`src/rtl/ysyx_25030093_pkg.sv`:
```
// Shared definitions for the writeback unit: load format codes, default
// datapath widths and the writeback FIFO entry layout.
package ysyx_25030093_pkg;

    localparam int WBU_ADDR_WIDTH = 5;
    localparam int WBU_DATA_WIDTH = 32;

    localparam logic [2:0] LD_LB  = 3'd0;
    localparam logic [2:0] LD_LH  = 3'd1;
    localparam logic [2:0] LD_LW  = 3'd2;
    localparam logic [2:0] LD_LBU = 3'd4;
    localparam logic [2:0] LD_LHU = 3'd5;

    // One buffered result; data is already load-formatted.
    typedef struct packed {
        logic [WBU_DATA_WIDTH-1:0] pc;
        logic [WBU_ADDR_WIDTH-1:0] rd;
        logic                      wen;
        logic [WBU_DATA_WIDTH-1:0] data;
    } wbu_entry_t;

endpackage

```
`src/rtl/ysyx_25030093_ld_fmt.sv`:
```
// Combinational load extractor: picks the byte/half/word addressed by
// addr_lo out of an aligned memory word, sign- or zero-extends it, and flags
// misaligned half/word accesses. Undefined format codes yield zero data.
module ysyx_25030093_ld_fmt
    import ysyx_25030093_pkg::*;
(
    input  logic [2:0]                fmt,
    input  logic [1:0]                addr_lo,
    input  logic [WBU_DATA_WIDTH-1:0] rdata,
    output logic [WBU_DATA_WIDTH-1:0] data,
    output logic                      misalign
);

    logic [WBU_DATA_WIDTH-1:0] shifted;

    // Align the addressed lane down to bit 0, then extend per format.
    always_comb begin
        shifted  = rdata >> {addr_lo, 3'b000};
        data     = '0;
        misalign = 1'b0;
        case (fmt)
            LD_LB:  data = {{24{shifted[7]}}, shifted[7:0]};
            LD_LBU: data = {24'h0, shifted[7:0]};
            LD_LH: begin
                data     = {{16{shifted[15]}}, shifted[15:0]};
                misalign = addr_lo[0];
            end
            LD_LHU: begin
                data     = {16'h0, shifted[15:0]};
                misalign = addr_lo[0];
            end
            LD_LW: begin
                // Equals rdata when aligned; a misaligned word never writes.
                data     = shifted;
                misalign = (addr_lo != 2'b00);
            end
            default: begin
                data     = '0;
                misalign = 1'b0;
            end
        endcase
    end

endmodule

```
`src/rtl/ysyx_25030093_wbu.sv`:
```
// Writeback unit: buffers EXU/LSU results in a small FIFO (load data is
// formatted on entry), drives the register-file write port and a commit pulse,
// and keeps per-register pending-write counters for IDU hazard detection.
// Optional macro WBU_BYPASS_EN adds a two-port forwarding path off the
// registered write port.
module ysyx_25030093_wbu
    import ysyx_25030093_pkg::*;
#(
    parameter int DEPTH        = 2,
    parameter int MAX_INFLIGHT = 3,
    parameter int ADDR_WIDTH   = WBU_ADDR_WIDTH,
    parameter int DATA_WIDTH   = WBU_DATA_WIDTH
) (
    input  logic                    clk,
    input  logic                    rst_n,
    input  logic                    iss_valid,
    input  logic                    iss_wen,
    input  logic [ADDR_WIDTH-1:0]   iss_rd,
    output logic                    iss_ready,
    output logic [2**ADDR_WIDTH-1:0] busy_vec,
    input  logic                    in_valid,
    output logic                    in_ready,
    input  logic [DATA_WIDTH-1:0]   in_pc,
    input  logic [ADDR_WIDTH-1:0]   in_rd,
    input  logic                    in_wen,
    input  logic                    in_is_load,
    input  logic [2:0]              in_ld_fmt,
    input  logic [1:0]              in_addr_lo,
    input  logic [DATA_WIDTH-1:0]   in_alu_res,
    input  logic [DATA_WIDTH-1:0]   in_mem_rdata,
    input  logic                    wb_stall,
`ifdef WBU_BYPASS_EN
    input  logic [ADDR_WIDTH-1:0]   byp_rs1_addr,
    input  logic [ADDR_WIDTH-1:0]   byp_rs2_addr,
    output logic                    byp_rs1_hit,
    output logic [DATA_WIDTH-1:0]   byp_rs1_data,
    output logic                    byp_rs2_hit,
    output logic [DATA_WIDTH-1:0]   byp_rs2_data,
`endif
    output logic                    rf_wen,
    output logic [ADDR_WIDTH-1:0]   rf_waddr,
    output logic [DATA_WIDTH-1:0]   rf_wdata,
    output logic                    commit_valid,
    output logic [DATA_WIDTH-1:0]   commit_pc,
    output logic                    misalign_err
);

    localparam int IDX_W = $clog2(DEPTH);
    localparam int PTR_W = IDX_W + 1;
    localparam int CNT_W = $clog2(MAX_INFLIGHT + 1);
    localparam int NREG  = 2 ** ADDR_WIDTH;

    // FIFO storage; dec_mem marks entries whose rd counter must be released
    // on retirement (original wen, before misalignment suppression).
    wbu_entry_t             mem_q [DEPTH];
    wbu_entry_t             mem_d [DEPTH];
    logic [DEPTH-1:0]       dec_mem_q, dec_mem_d;
    logic [PTR_W-1:0]       wptr_q, wptr_d, rptr_q, rptr_d;

    logic                   rf_wen_q, rf_wen_d;
    logic [ADDR_WIDTH-1:0]  rf_waddr_q, rf_waddr_d;
    logic [DATA_WIDTH-1:0]  rf_wdata_q, rf_wdata_d;
    logic                   commit_valid_q, commit_valid_d;
    logic [DATA_WIDTH-1:0]  commit_pc_q, commit_pc_d;
    logic                   dec_out_q, dec_out_d;

    logic [CNT_W-1:0]       cnt_q [NREG];
    logic [CNT_W-1:0]       cnt_d [NREG];

    logic                   full, empty, enq, deq, iss_fire;
    logic [DATA_WIDTH-1:0]  fmt_data;
    logic                   fmt_misalign;
    wbu_entry_t             new_entry, head;

    ysyx_25030093_ld_fmt u_ld_fmt (
        .fmt      (in_ld_fmt),
        .addr_lo  (in_addr_lo),
        .rdata    (in_mem_rdata),
        .data     (fmt_data),
        .misalign (fmt_misalign)
    );

    // FIFO status, handshakes and the entry to be written.
    always_comb begin
        empty          = (wptr_q == rptr_q);
        full           = (wptr_q[IDX_W] != rptr_q[IDX_W]) &&
                         (wptr_q[IDX_W-1:0] == rptr_q[IDX_W-1:0]);
        in_ready       = ~full;
        enq            = in_valid & ~full;
        deq            = ~empty & ~wb_stall;
        misalign_err   = enq & in_is_load & fmt_misalign;
        new_entry.pc   = in_pc;
        new_entry.rd   = in_rd;
        new_entry.wen  = in_wen & ~(in_is_load & fmt_misalign);
        new_entry.data = in_is_load ? fmt_data : in_alu_res;
        head           = mem_q[rptr_q[IDX_W-1:0]];
    end

    // Next state of FIFO storage, pointers and the registered write port.
    always_comb begin
        mem_d     = mem_q;
        dec_mem_d = dec_mem_q;
        wptr_d    = wptr_q + PTR_W'(enq);
        rptr_d    = rptr_q + PTR_W'(deq);
        if (enq) begin
            mem_d[wptr_q[IDX_W-1:0]]     = new_entry;
            dec_mem_d[wptr_q[IDX_W-1:0]] = in_wen & (in_rd != '0);
        end
        rf_wen_d       = 1'b0;
        commit_valid_d = deq;
        dec_out_d      = 1'b0;
        rf_waddr_d     = rf_waddr_q;
        rf_wdata_d     = rf_wdata_q;
        commit_pc_d    = commit_pc_q;
        if (deq) begin
            rf_wen_d    = head.wen & (head.rd != '0);
            rf_waddr_d  = head.rd;
            rf_wdata_d  = head.data;
            commit_pc_d = head.pc;
            dec_out_d   = dec_mem_q[rptr_q[IDX_W-1:0]];
        end
    end

    // Scoreboard: increments on issue, decrements when the write retires;
    // simultaneous increment and decrement cancel. x0 is never counted.
    always_comb begin
        iss_ready = ~(iss_wen & (cnt_q[iss_rd] == CNT_W'(MAX_INFLIGHT)));
        iss_fire  = iss_valid & iss_ready & iss_wen & (iss_rd != '0);
        cnt_d     = cnt_q;
        busy_vec  = '0;
        for (int unsigned i = 1; i < NREG; i++) begin
            if (iss_fire && (iss_rd == ADDR_WIDTH'(i)) &&
                !(dec_out_q && (rf_waddr_q == ADDR_WIDTH'(i)))) begin
                cnt_d[i] = cnt_q[i] + 1'b1;
            end else if (dec_out_q && (rf_waddr_q == ADDR_WIDTH'(i)) &&
                         !(iss_fire && (iss_rd == ADDR_WIDTH'(i))) &&
                         (cnt_q[i] != '0)) begin
                cnt_d[i] = cnt_q[i] - 1'b1;
            end
            busy_vec[i] = (cnt_q[i] != '0);
        end
        cnt_d[0] = '0;
    end

    // State registers; reset discards all buffered entries and counts.
    always_ff @(posedge clk or negedge rst_n) begin
        if (!rst_n) begin
            for (int unsigned i = 0; i < DEPTH; i++) mem_q[i] <= '0;
            for (int unsigned i = 0; i < NREG; i++) cnt_q[i] <= '0;
            dec_mem_q      <= '0;
            wptr_q         <= '0;
            rptr_q         <= '0;
            rf_wen_q       <= 1'b0;
            rf_waddr_q     <= '0;
            rf_wdata_q     <= '0;
            commit_valid_q <= 1'b0;
            commit_pc_q    <= '0;
            dec_out_q      <= 1'b0;
        end else begin
            mem_q          <= mem_d;
            cnt_q          <= cnt_d;
            dec_mem_q      <= dec_mem_d;
            wptr_q         <= wptr_d;
            rptr_q         <= rptr_d;
            rf_wen_q       <= rf_wen_d;
            rf_waddr_q     <= rf_waddr_d;
            rf_wdata_q     <= rf_wdata_d;
            commit_valid_q <= commit_valid_d;
            commit_pc_q    <= commit_pc_d;
            dec_out_q      <= dec_out_d;
        end
    end

    assign rf_wen       = rf_wen_q;
    assign rf_waddr     = rf_waddr_q;
    assign rf_wdata     = rf_wdata_q;
    assign commit_valid = commit_valid_q;
    assign commit_pc    = commit_pc_q;

`ifdef WBU_BYPASS_EN
    // Forward the write currently on the register-file port to IDU.
    assign byp_rs1_hit  = rf_wen_q & (rf_waddr_q == byp_rs1_addr) & (byp_rs1_addr != '0);
    assign byp_rs2_hit  = rf_wen_q & (rf_waddr_q == byp_rs2_addr) & (byp_rs2_addr != '0);
    assign byp_rs1_data = rf_wdata_q;
    assign byp_rs2_data = rf_wdata_q;
`endif

endmodule

```
`config.mk`:
```
export PLATFORM = sky130hd
export DESIGN_NAME = ysyx_25030093_wbu
export DESIGN_NICKNAME = d
export VERILOG_FILES = /design/src/rtl/ysyx_25030093_pkg.sv /design/src/rtl/ysyx_25030093_ld_fmt.sv /design/src/rtl/ysyx_25030093_wbu.sv
export SDC_FILE = /design/constraint.sdc
export NUM_CORES = 1
export LEC_CHECK = 0
export ABC_AREA = 1
export BUFFER_PORTS_ARGS = -buffer_cell sky130_fd_sc_hd__buf_2
export CORE_ASPECT_RATIO = 1.4
export CORE_UTILIZATION = 29
export CTS_CLUSTER_DIAMETER = 100
export CTS_CLUSTER_SIZE = 16
export DETAILED_ROUTE_END_ITERATION = 8
export GPL_ROUTABILITY_DRIVEN = 0
export GPL_TIMING_DRIVEN = 0
export PLACE_DENSITY = 0.56
export RECOVER_POWER = 50
export SYNTH_ARGS = -nofsm -noshare
export SYNTH_HDL_FRONTEND = slang
export SYNTH_SLANG_ARGS = --single-unit
export TNS_END_PERCENT = 100
```
`constraint.sdc`:
```
create_clock -name clk -period 1.9 [get_ports clk]
set_clock_uncertainty 0.15 [all_clocks]
set_input_delay 0.095 -clock clk [delete_from_list [all_inputs] [get_ports clk]]
set_output_delay 0.095 -clock clk [all_outputs]
set_load 0.03 [all_outputs]
```
* Yosys cells after proc, flatten, opt, wreduce, memory -nomap -nowiden
Index checks and enable logic that the tools add are counted.
** Word-level totals
- Output and inout port bits :: 106
- Word-level logic and storage cells :: 579
- Bits in registers :: 280
- Input port bits :: 119
** Operators by class
- Bitwise gates (word level) :: 20
- Multiplexer cells :: 81
- Order comparisons :: 7
- Equal/unequal tests :: 70
- Shifts and indexed selects :: 1
- Reductions and logical operators :: 288
- Add/subtract/negate cells :: 64
** Operators by type and width (count)
- 70-bit 2-to-1 mux :: 4
- 5-bit == test, second input constant :: 32
- 32-bit one-hot mux with 5 select lines :: 1
- 1-bit logical AND :: 158
- 140-bit bitwise mux :: 1
- 2-bit 2-to-1 mux :: 64
- 2-bit nonzero test :: 63
- 5-bit by 4-bit == test with 1-bit output, second input constant :: 16
- 70-bit demux with 1-bit select :: 1
- 2-bit by 1-bit adder with 2-bit output, second input constant :: 31
- 1-bit logical NOT :: 62
- 2-bit by 1-bit subtractor with 2-bit output, second input constant :: 31
- 5-bit by 3-bit == test with 1-bit output, second input constant :: 8
- 32-bit 2-to-1 mux :: 1
- 32-bit by 5-bit right shift with 32-bit output :: 1
- 5-bit by 2-bit == test with 1-bit output, second input constant :: 4
- 5-bit nonzero test :: 3
- 1-bit AND :: 12
- 2-bit binary-select mux with 5-bit select :: 1
- 5-bit by 1-bit == test with 1-bit output, second input constant :: 2
- 3-bit == test, second input constant :: 2
- 6-bit >= comparator, second input constant :: 1
- 5-bit NOT with 6-bit output :: 1
- 1-bit 2-to-1 mux :: 5
- other kinds (18) :: 26

* Logic depth before layout (Yosys ltp)
- Word-level depth :: 16
- Mapped depth :: 20
- Mapped depth without buffers :: 16

* By module
From an unflattened synthesis, not the netlist that was laid out.
** Second synthesis, totals
- Cell total of the unflattened synthesis :: 2016
- Area total of the unflattened synthesis :: 14791.7 um^2
** Modules (own cells, without submodules)
- ysyx_25030093_wbu :: cells each 1817, area an instance 13810.7 um^2, seq. area each 7006.7 um^2, times used 1
- ysyx_25030093_ld_fmt :: cells each 199, area an instance 980.9 um^2, seq. area each 0.0 um^2, times used 1

* Least setup slack after synthesis
OpenSTA, ideal clock, no wires.
- Kind :: reg-to-reg
- From :: register rptr_q[0]
- To :: register mem_q[100] in the netlist's numbering
- Cell stages (with the launch flop) :: 12
- Required time :: 1.684 ns
- Clock period less this slack :: 2.282 ns
- Setup slack :: -0.382 ns
- Library setup time :: 0.066 ns
- Path buffers :: 3
- Arrival :: 2.067 ns
- Cells stage by stage :: dfrtp_1 clkbuf_1 xnor2_1 nand2_1 nand2_1 inv_1 ha_1 inv_1 clkbuf_1 clkbuf_1 nand2_1 nand2_1
** On the way
- Word-level cells in the longest chain between the ends :: 4
** RTL lines
- start: declaration :: line ysyx_25030093_wbu.sv:58 : logic [PTR_W-1:0] wptr_q, wptr_d, rptr_q, rptr_d;
- start signal: assignment :: line ysyx_25030093_wbu.sv:164 : rptr_q <= rptr_d;
- 1-bit == test :: line ysyx_25030093_wbu.sv:87 : (wptr_q[IDX_W-1:0] == rptr_q[IDX_W-1:0]);
- 1-bit logical AND :: line ysyx_25030093_wbu.sv:86 : full = (wptr_q[IDX_W] != rptr_q[IDX_W]) &&
- 1-bit NOT
- via in_ready :: line ysyx_25030093_wbu.sv:22 : output logic in_ready,
- 1-bit AND :: line ysyx_25030093_wbu.sv:89 : enq = in_valid & ~full;
- end signal: assignment :: line ysyx_25030093_wbu.sv:160 : mem_q <= mem_d;
- end: declaration :: line ysyx_25030093_wbu.sv:55 : wbu_entry_t mem_q [DEPTH];
The timed path passes the listed nets, and every way through them passes these cells.
A chain may end at the register's enable or synchronous reset.

* Worst setup path after layout
- From :: register cnt_q[49] in the netlist's numbering
- To :: register cnt_q[22] in the netlist's numbering
** On the way
- Word-level cells in the longest chain between the ends :: 14
- Elaborated cells between the ends (all ways) :: 16
- Those cells by class :: eq/ne: 1; mux: 4; bitwise: 5; reduce/logical: 6
** RTL lines
- start: declaration :: line ysyx_25030093_wbu.sv:67 : logic [CNT_W-1:0] cnt_q [NREG];
- start signal: assignment :: line ysyx_25030093_wbu.sv:161 : cnt_q <= cnt_d;
- 2-bit binary-select mux with 5-bit select (*) :: line ysyx_25030093_wbu.sv:127 : iss_ready = ~(iss_wen & (cnt_q[iss_rd] == CNT_W'(MAX_INFLIGHT)));
- 2-bit 2-to-1 mux (not written as such) (*) (2 in series) :: line ysyx_25030093_wbu.sv:127
- 2-bit == test (*) :: line ysyx_25030093_wbu.sv:127
- 1-bit AND (*) :: line ysyx_25030093_wbu.sv:127
- 1-bit NOT (*) :: line ysyx_25030093_wbu.sv:127
- 1-bit AND (*) (3 in series) :: line ysyx_25030093_wbu.sv:128 : iss_fire = iss_valid & iss_ready & iss_wen & (iss_rd != '0);
- 1-bit logical AND (*) :: line ysyx_25030093_wbu.sv:132, ysyx_25030093_wbu.sv:136
- 1-bit logical NOT :: line ysyx_25030093_wbu.sv:136 : !(iss_fire && (iss_rd == ADDR_WIDTH'(i))) &&
- 1-bit logical AND :: line ysyx_25030093_wbu.sv:135 : end else if (dec_out_q && (rf_waddr_q == ADDR_WIDTH'(i)) &&
- 1-bit logical AND :: line ysyx_25030093_wbu.sv:136
- 2-bit nonzero test (no source line)
Mark *: on every way between the ends. The rest lies on a longest branch, timed or not. The select of a mux whose other input is x is not followed.

==> flow_metrics.tcl <==
set metrics [dict create \
    top_usage_layer "met2" \
    power.density_nw_per_um2 1510 \
    grt_pass1_wl_mm 80.7 \
    dieWidth_um 192 \
    fin_util 0.398 \
    synthCells 2061 \
    grt_pass1_vias 14600 \
    final_nets 2571 \
    pin_count 225 \
    synthTopCellsByCount "nand2_1 (896), dfrtp_1 (280), nor2_1 (178), inv_1 (164), nand3_1 (129)" \
    drive_above_1_share 0.213 \
    place_area_um2 16700 \
    met3_usage 0.0311 \
    finalHoldViolCount 0 \
    fin_crit_ns 2.23 \
    clk_latency_ns 0.54 \
    start_kind "register" \
    final_area_um2 19800 \
    path_class "reg -> reg" \
    cts_buffers 21 \
    vias 15200 \
    maxSlewHeadroom 0.240 \
    initial_utilization 0.293 \
    num-fill-cells 5210 \
    met1_usage 0.224 \
    synth.distinct_cells 37 \
    rows 97 \
    cp.required_ns 2.17 \
    htree_levels 1 \
    fin_total_pwr_mw 29.9 \
    worst_pin_slew_ns 1.14 \
    cts_tree "yes" \
    ir_worst_vdd_mv 0.917 \
    grt_remaining_overflow 0 \
    grt_usage 0.202 \
    fp.dieH_um 268 \
    dp_hpwl_mm 38.4 \
    cts_max_path_buffers 3 \
    r2r-start "cnt_q[49]" \
    seq_area_frac_synth 0.479 \
    yosys-top-cells-area "dfrtp_1 (48%), nand2_1 (23%), nor2_1 (4.6%)" \
    synth_edf_count 0 \
    gr-usage-met2 0.367 \
    finalWirelength_mm 54.7 \
    path_clk_slew_ns 0.08 \
    violations "setup timing" \
    fin_ws_ns -0.328 \
    async_flop_share 1.00 \
    ys_ff_latch 280 \
    endpoint_kind "register" \
    finalCritPeriodShare 1.17 \
    firstDrtPassIters 8 \
    status "finished with violations" \
    timing.fmax_mhz 449 \
    drv_cap 0 \
    ys_warn_count 0 \
    critPathArrivalTime_ns 2.50 \
    instances_no_fill 3096 \
    coreArea_um2 49900 \
    synth_nets 2183 \
    yosysMostFrequentCell "nand2_1" \
    slew_viol_final 0 \
    multi_input_area_um2 7290 \
    setup.worst_path.start "cnt_q[49]" \
    die_area_um2 51400 \
    yosysTopAreaCell "dfrtp_1" \
    antenna_found_initial 3 \
    hp-start "in_mem_rdata[19]" \
    drc 0 \
    synth_area_per_cell_um2 7.10 \
    grt_max_degree 114 \
    leakagePower_nw 9.75 \
    r2r_slack_ns -0.33 \
    rsz0062_at_grt "true" \
    io_buffer_count 218 \
    cts-root-buf "clkbuf_16" \
    setup_viol 72 \
    drt.antenna.violating_nets 0 \
    area_growth_pct 35.6 \
    clock_sinks 280 \
    synth_top_area_frac 0.479 \
    seq_area_um2 7010 \
    wl_per_cell_um 17.7 \
    avgViaCountPerCell 4.90 \
    yosys_most_used_dff "dfrtp_1" \
    drtIter0Drc 900 \
    netlist_area_um2 14600 \
    critPathMaxFanout 7 \
    hold_path_class "in -> reg" \
    dp.cells 2924 \
]
## state kept, by name, indices dropped and copies added, names as in the netlist
name,count
rptr_q,2
wptr_q,2
rf_wdata,32
dec_out_q,1
cnt_q,62
commit_valid,1
rf_waddr,5
commit_pc,32
mem_q,140
dec_mem_q,2
rf_wen,1
## cells in the final DEF (no fill, tap or decap), types with 3 or more instances in the layout
cell           synthesis  layout
ha_4                   0       3
a31oi_1               71      67
dlygate4sd3_1          0      90
buf_2                 12     165
buf_12                 0       6
clkbuf_8               0       5
nor3_1                 3       3
dfrtp_2                0       3
nand3_1              129     100
nand4_1               41      41
inv_2                  3      12
clkbuf_1              75      80
o21ai_1                4      16
buf_6                  6      26
clkbuf_4               0      22
nand2_2                1      55
nand3_4                0      14
o21ai_2                0      10
clkbuf_16              0      34
o21ai_0               97      75
buf_8                  0       7
nor2_1               178     169
nand2_4                0      28
and3_1                 8       8
dfrtp_1              280     277
a21oi_1               29      28
nor2_2                 1       9
a31oi_2                0       4
mux2_2                 8       8
nand3_2                4      19
buf_4                  3      47
nand2_1              896     814
or2_2                 20      20
clkbuf_2               0      10
inv_1                164     151
## cell type report
| cell class | count | share of cell area |
|---|---|---|
| Clock inverter | 2 | 0.00196 |
| Timing Repair Buffer | 366 | 0.127 |
| Antenna cell | 2 | 0.000252 |
| Sequential cell | 280 | 0.353 |
| Tap cell | 643 | 0.0406 |
| Clock buffer | 23 | 0.0279 |
| Multi-Input combinational cell | 1508 | 0.367 |
| Buffer | 103 | 0.0484 |
| Inverter | 169 | 0.0331 |
## critical path, stage by stage (launching register included)
cell,delay (ns)
dfrtp_1,0.41
nand3_1,0.09
nand2_1,0.07
nor2_2,0.19
nor2_1,0.07
nor2_1,0.09
nand2_1,0.10
nand3_4,0.12
nand2_4,0.10
nor2_4,0.16
buf_8,0.17
buf_12,0.14
nand3_1,0.09
nand3_1,0.11
nand2_1,0.06
## metrics by stage
step	worst slack, ns	setup TNS (ns)	hold slack [ns]
2_1_floorplan	0.00805	0	-0.351
3_3_place_gp	-4.81	-1432.59	0.164
3_5_place_dp	-0.687	-104.35	-0.00571
4_1_cts	-0.283	-13.34	0.000513
5_1_grt	-0.434	-31.11	0.0541
6_report	-0.328	-17.02	0.0378
## power by group
| group | internal [mW] | switching [mW] |
|---|---|---|
| clock network | 2.20 | 2.21 |
| registers | 8.55 | 1.79 |
| logic | 5.50 | 9.65 |
## worst paths after layout
kind,to,cells after the start
setup reg to reg,cnt_q[22],14
hold reg to reg,mem_q[41],2
min in group asynchronous,mem_q[134],2
hold / removal,mem_q[19],9
setup / recovery,cnt_q[22],14
max in group asynchronous,mem_q[91],3
## logic make-up (layout without fill, tap and decap cells)
family          count (synthesis)  in the layout  synth area share
compound gates                207            207            0.0788
xor+xnor                        4              4           0.00239
fa+ha+maj                       3              3           0.00257
buf+inv                       273            663            0.0749
flops                         280            280             0.479
mux                             9              9           0.00684
other cells                     1              3          0.000256
simple gates                 1284           1284             0.355
## per-layer routing
layer	part of all wire	vias up
li1	-	7274
met1	0.37	7185
met2	0.51	567
met3	0.059	139
met4	0.054	2
met5	0.00024	-
## what timing repair did
action | CTS | global route
hold endpoints to repair | 299 | 0
setup endpoints to repair | 273 | 257
resized for setup | 107 | 290
pin swaps | 11 | 57
setup buffers | 19 | 26
cloned | 1 | 11
hold buffers | 90 | 0
Power figures use the tool's default switching activity.
